### src/rtl/key_filter_multi.sv
// Multi-channel push-button debouncer. Each channel synchronises an
// active-low key, filters bounce on press and release, and emits a
// debounced level, a press/release flag, a long-press pulse and an
// optional auto-repeat pulse.

module key_filter_ch #(
  parameter int FILTER_CYCLES = 8,
  parameter int LONG_CYCLES   = 40,
  parameter int REPEAT_CYCLES = 10,
  parameter int REPEAT_EN     = 1
) (
  input  logic clk_i,
  input  logic rst_i,
  input  logic key_i,
  output logic flag_o,
  output logic state_o,
  output logic long_o,
  output logic repeat_o
);
  localparam int HMAX = (LONG_CYCLES > REPEAT_CYCLES) ? LONG_CYCLES : REPEAT_CYCLES;
  localparam int FW   = $clog2(FILTER_CYCLES);
  localparam int HW   = $clog2(HMAX);
  localparam logic [FW-1:0] F_LAST = FW'(FILTER_CYCLES - 1);
  localparam logic [HW-1:0] L_LAST = HW'(LONG_CYCLES - 1);
  localparam logic [HW-1:0] R_LAST = HW'(REPEAT_CYCLES - 1);

  localparam logic [3:0] S_IDLE = 4'b0001;
  localparam logic [3:0] S_F0   = 4'b0010;
  localparam logic [3:0] S_DOWN = 4'b0100;
  localparam logic [3:0] S_F1   = 4'b1000;

  logic          s1_q, s2_q, s3_q;
  logic          nedge, pedge;
  logic [3:0]    st_q, st_d;
  logic [FW-1:0] fcnt_q, fcnt_d;
  logic [HW-1:0] hcnt_q, hcnt_d;
  logic          ld_q, ld_d;
  logic          flag_q, flag_d, kst_q, kst_d, long_q, long_d, rep_q, rep_d;

  assign nedge = s3_q & ~s2_q;
  assign pedge = ~s3_q & s2_q;

  // Two-flop synchroniser plus a delay flop for edge detection.
  always_ff @(posedge clk_i) begin
    if (rst_i) begin
      s1_q <= 1'b1;
      s2_q <= 1'b1;
      s3_q <= 1'b1;
    end else begin
      s1_q <= key_i;
      s2_q <= s1_q;
      s3_q <= s2_q;
    end
  end

  // Filter/hold FSM: hold counter only runs in DOWN, so a release
  // bounce freezes long/repeat timing instead of restarting it.
  always_comb begin
    st_d   = st_q;
    fcnt_d = fcnt_q;
    hcnt_d = hcnt_q;
    ld_d   = ld_q;
    kst_d  = kst_q;
    flag_d = 1'b0;
    long_d = 1'b0;
    rep_d  = 1'b0;
    case (st_q)
      S_IDLE: begin
        if (nedge) begin
          st_d   = S_F0;
          fcnt_d = '0;
        end
      end
      S_F0: begin
        if (pedge) begin
          st_d   = S_IDLE;
          fcnt_d = '0;
        end else if (fcnt_q == F_LAST) begin
          fcnt_d = '0;
          if (!s2_q) begin
            st_d   = S_DOWN;
            flag_d = 1'b1;
            kst_d  = 1'b0;
            hcnt_d = '0;
            ld_d   = 1'b0;
          end else begin
            st_d = S_IDLE;
          end
        end else begin
          fcnt_d = fcnt_q + 1'b1;
        end
      end
      S_DOWN: begin
        if (!ld_q) begin
          if (hcnt_q == L_LAST) begin
            long_d = 1'b1;
            ld_d   = 1'b1;
            hcnt_d = '0;
          end else begin
            hcnt_d = hcnt_q + 1'b1;
          end
        end else if (REPEAT_EN != 0) begin
          if (hcnt_q == R_LAST) begin
            rep_d  = 1'b1;
            hcnt_d = '0;
          end else begin
            hcnt_d = hcnt_q + 1'b1;
          end
        end
        // with repeat disabled the counter simply parks after key_long
        if (pedge) begin
          st_d   = S_F1;
          fcnt_d = '0;
        end
      end
      S_F1: begin
        if (nedge) begin
          st_d   = S_DOWN;
          fcnt_d = '0;
        end else if (fcnt_q == F_LAST) begin
          fcnt_d = '0;
          if (s2_q) begin
            st_d   = S_IDLE;
            flag_d = 1'b1;
            kst_d  = 1'b1;
          end else begin
            st_d = S_DOWN;
          end
        end else begin
          fcnt_d = fcnt_q + 1'b1;
        end
      end
      default: begin
        st_d   = S_IDLE;
        fcnt_d = '0;
        hcnt_d = '0;
      end
    endcase
  end

  // FSM, counters and registered outputs.
  always_ff @(posedge clk_i) begin
    if (rst_i) begin
      st_q   <= S_IDLE;
      fcnt_q <= '0;
      hcnt_q <= '0;
      ld_q   <= 1'b0;
      kst_q  <= 1'b1;
      flag_q <= 1'b0;
      long_q <= 1'b0;
      rep_q  <= 1'b0;
    end else begin
      st_q   <= st_d;
      fcnt_q <= fcnt_d;
      hcnt_q <= hcnt_d;
      ld_q   <= ld_d;
      kst_q  <= kst_d;
      flag_q <= flag_d;
      long_q <= long_d;
      rep_q  <= rep_d;
    end
  end

  assign flag_o   = flag_q;
  assign state_o  = kst_q;
  assign long_o   = long_q;
  assign repeat_o = rep_q;
endmodule

module key_filter_multi #(
  parameter int N_KEYS        = 4,
  parameter int FILTER_CYCLES = 1_000_000,
  parameter int LONG_CYCLES   = 50_000_000,
  parameter int REPEAT_CYCLES = 10_000_000,
  parameter int REPEAT_EN     = 1
) (
  input  logic              clk_i,
  input  logic              rst_i,
  input  logic [N_KEYS-1:0] key_in_i,
  output logic [N_KEYS-1:0] key_flag_o,
  output logic [N_KEYS-1:0] key_state_o,
  output logic [N_KEYS-1:0] key_long_o,
  output logic [N_KEYS-1:0] key_repeat_o
);
  for (genvar g = 0; g < N_KEYS; g++) begin : g_ch
    key_filter_ch #(
      .FILTER_CYCLES(FILTER_CYCLES),
      .LONG_CYCLES  (LONG_CYCLES),
      .REPEAT_CYCLES(REPEAT_CYCLES),
      .REPEAT_EN    (REPEAT_EN)
    ) u_ch (
      .clk_i   (clk_i),
      .rst_i   (rst_i),
      .key_i   (key_in_i[g]),
      .flag_o  (key_flag_o[g]),
      .state_o (key_state_o[g]),
      .long_o  (key_long_o[g]),
      .repeat_o(key_repeat_o[g])
    );
  end
endmodule
### config.mk
export PLATFORM = sky130hd
export DESIGN_NAME = key_filter_multi
export DESIGN_NICKNAME = d
export VERILOG_FILES = /design/src/rtl/key_filter_multi.sv
export SDC_FILE = /design/constraint.sdc
export NUM_CORES = 1
export LEC_CHECK = 0
export CAP_MARGIN = 20
export CELL_PAD_IN_SITES_DETAIL_PLACEMENT = 0
export CELL_PAD_IN_SITES_GLOBAL_PLACEMENT = 1
export CORE_ASPECT_RATIO = 1.1
export CORE_MARGIN = 5
export CORE_UTILIZATION = 48
export DETAILED_ROUTE_END_ITERATION = 16
export PLACE_DENSITY_LB_ADDON = 0.1
export SYNTH_ARGS = -nofsm -noshare
export SYNTH_HDL_FRONTEND = slang
export SYNTH_SLANG_ARGS = --single-unit
export TNS_END_PERCENT = 20
### constraint.sdc
create_clock -name clk_i -period 2.45 [get_ports clk_i]
set_input_delay 0.49 -clock clk_i [delete_from_list [all_inputs] [get_ports clk_i]]
set_output_delay 0.49 -clock clk_i [all_outputs]
set_load 0.005 [all_outputs]
==> results of run 1 <==
final timing paths:
check,slack (ns),end,start
worst max-delay path,0.20,g_ch[0].u_ch.hcnt_q[5],g_ch[0].u_ch.fcnt_q[6]
worst min register to register,0.41,g_ch[3].u_ch.s2_q,g_ch[3].u_ch.s1_q
worst max register to register,0.20,g_ch[0].u_ch.hcnt_q[5],g_ch[0].u_ch.fcnt_q[6]
worst min-delay path,0.35,g_ch[0].u_ch.st_q[3],rst_i
power by group through the flow:
stage,registers [W],logic (W),clock network (W)
final,0.00391,0.000708,0.00425
after global routing,0.00392,0.000791,0.00455
after CTS,0.00391,0.000714,0.00438
after detailed placement,0.00399,0.000710,0
after global placement,0.00399,0.000709,0
after floorplan,0.00394,0.000542,0
registers in the layout, indices dropped and copies added, names as in the netlist:
signal / count
g_ch.u_ch.hcnt_q: 104
g_ch.u_ch.st_q: 16
g_ch.u_ch.fcnt_q: 80
g_ch.u_ch.repeat_o: 4
g_ch.u_ch.long_o: 4
g_ch.u_ch.s2_q: 4
g_ch.u_ch.state_o: 4
g_ch.u_ch.ld_q: 4
g_ch.u_ch.s1_q: 4
g_ch.u_ch.s3_q: 4
g_ch.u_ch.flag_o: 4
logic make-up (layout without fill, tap and decap cells):
group                    Yosys count  after routing  share of synthesized area (%)
AND/OR/NAND/NOR                  754            754                           34.0
flip-flops                       232            232                           38.9
AO/OA/AOI/OAI                    230            230                           12.2
XOR/XNOR                         132            132                           9.69
buffers and inverters            107            163                           3.99
adder cells (fa/ha/maj)            8              8                          0.839
multiplexers                       4              4                          0.335
stage by stage:
| stage | hold slack, ns | total power (W) | cell area, um2 | util, % | std cells |
|---|---|---|---|---|---|
| after floorplan | 0.389 | 0.00448 | 11900 | - | 1467 |
| after global placement | 0.393 | 0.00470 | 12700 | 51.9 | 1784 |
| after detailed placement | 0.395 | 0.00470 | 12700 | 51.9 | 1784 |
| after CTS | 0.340 | 0.00901 | 13700 | 55.8 | 1833 |
| after global routing | 0.377 | 0.00927 | 13700 | 55.9 | 1833 |
| final | 0.352 | 0.00887 | 13700 | 55.9 | 1833 |
layout make-up:
type / count / share of cell area, %
inverter: 25 / 0.686
multi-input combinational: 1128 / 49.9
timing repair buffer: 89 / 5.60
tap: 310 / 2.84
sequential: 232 / 34.0
clock inverter: 11 / 1.19
clock buffer: 38 / 5.83
per-layer routing:
| layer | wire, um | vias up |
|---|---|---|
| met5 | 0 | - |
| met4 | 418 | 0 |
| met1 | 13700 | 4890 |
| met2 | 13000 | 118 |
| li1 | - | 5348 |
| met3 | 738 | 37 |
layout by cell type, fill, tap and decap left out, types with 14 or more instances in the layout:
cell type and n:
nor3_1 41, nor4b_1 17, xnor2_1 48, inv_1 24, and2_1 21, nor4_1 15
clkbuf_16 27, nor2b_1 16, and3_1 35, xor2_1 84, a21oi_1 67, nand4_1 71
and4_1 25, or3_1 14, nand2b_1 17, o21ai_0 55, nor2_1 212, dfxtp_1 232
nand2_1 114, clkdlybuf4s50_1 20, nand3_1 75, buf_4 64
timing repair:
| item | CTS | global route |
|---|---|---|
| endpoints found under the setup margin | 0 | 6 |
| resized for setup | 0 | 2 |
| hold endpoints to repair | 0 | 0 |
| hold buffers | 0 | 0 |
==> impl_results.md, run 1 <==
* Setup violators final at 0
* Synthesized flop and latch total at 232
* Drt first pass iters at 4
* Power per cell area at 649 nW/um2
* Syn avg cell area at 8.14 um2
* H-tree Lvls at 1
* I/O pins at 22
* Worst slew pin tran at 0.592 ns
* Clock transition at path regs at 0.06 ns
* Clock power frac at 47.9%
* Levels on crit path at 8
* Footprint of the multi-input gates at 6830 um2
* Clock Path Buffers at 3
* Setup TNS at 0 ns
* Final period util at 91.9%
* CTS tree: yes
* Largest cells by area after synthesis: dfxtp_1, nor2_1, xor2_1
* Die extent in x at 160 um
* Post-synth cell types at 77
* Synthesized area at 11900 um2
* Core Area at 24500 um2
* Clock Tree Root: clkbuf_16
* Detailed router's first-iteration violation count at 629
* Met1 Usage GRT at 27.2%
* R2r worst-path depth at 8
* Slowest CP cell: nor4b_1
* Hold Path Depth at 2
* Psw at 0.00210 W
* WL/cell at 15.2 um
* Achievable Freq at 444 MHz
* Mapped Cells at 1467
* Clock latency on the worst-skew pair at 0.53 ns
* Drt drc at 0
* Setup CP Type: reg -> reg
* GPL Wtd Cong at 0.820
* M2 GR Usage at 32.2%
* CP cell instances: nor4b_1 > a21oi_1 > a211oi_2 > buf_4 > nor2_1 > buf_4 > a21o_1 > a22o_1
* Synth Net Count at 1481
* Vias/cell at 5.67
* Critical Path RT at 2.88 ns
* Buf/Inv on CP at 2
* Worst clock skew at 0.0207 ns
* PnR worst setup slack at 0.199 ns
* Synth cell count leaders: dfxtp_1, nor2_1, nand2_1
* CP arrival at 2.68 ns
* Share of the synthesized area in the top cell type at 38.9%
* Status: finished clean
* Top-count cell post-synth: dfxtp_1
* Critical path capture point type: register
* Via count at 10393
* Grt ovf at 0
* Pre-CTS setup slack at 0.218 ns
* Die H at 175 um
* Largest net degree at the start of global routing at 48
* Share of post-route cells with drive strength above 1 at 9.65%
* First-pass GRT wire length at 48.2 mm
* Leading area contributor after synthesis: dfxtp_1
* Setup crit start kind: register
* Crit path time final at 2.25 ns
* Critical-path maximum fanout at 13
* Most used cell, CP: buf_4
* Setup Fix Bufs, Post-CTS at 0
* Leakage at 4.68 nW
* Die Area at 28100 um2
* Vias in the first global route at 9912
* FP Rows at 60
* RSZ-0062 raised after global routing: false
* Clk sinks at 232
* Yosys warns at 0
* Crit-path max cell delay at 0.48 ns
* Post-DRT Antenna Nets at 0
* Register area at 4640 um2
* Max_cap viols at 0
* Initial Utilization at 48.8%
* CTS buffer count at 27
* Grt met3 use at 2.39%
* Max Slew Vio Count at 0
* Ys flop type: dfxtp_1
* Final hold vios at 0
* Initial antenna violation count at 0
* Internal power at 0.00677 W
* P&R area growth vs syn at 14.6%
* Number of fillers in the final layout at 2310
* Comb pwr share at 8.0%
* Number of synthesized flops with an enable pin at 0
* Hold Crit Class: in -> reg
* Rel. slew slack at 60.0%
* Nets at 1517
* Layer with the highest usage: met2
* N_diodes at 0
* Reg power frac at 44.1%
* Port Buffers at 21
* Dpl hpwl at 19.2 mm
* Largest delay contributor family on the critical path: compound AO/OA/AOI/OAI gates
* Total wire length at 27.8 mm
* Worst VDD drop at 438 uV
* Ys async rst share at 0%
* Switch share at 23.7%
* GRT Overall Usage at 19.4%
* Register area share after synthesis at 38.9%
No activity file was read; power rests on OpenSTA's default activity.
==> run 2: changes to the inputs <==
CTS_CLUSTER_DIAMETER = 200   (was unset)
==> results of run 2 <==
Same layout as run 1: the final DEF is identical, and so are final timing and power.
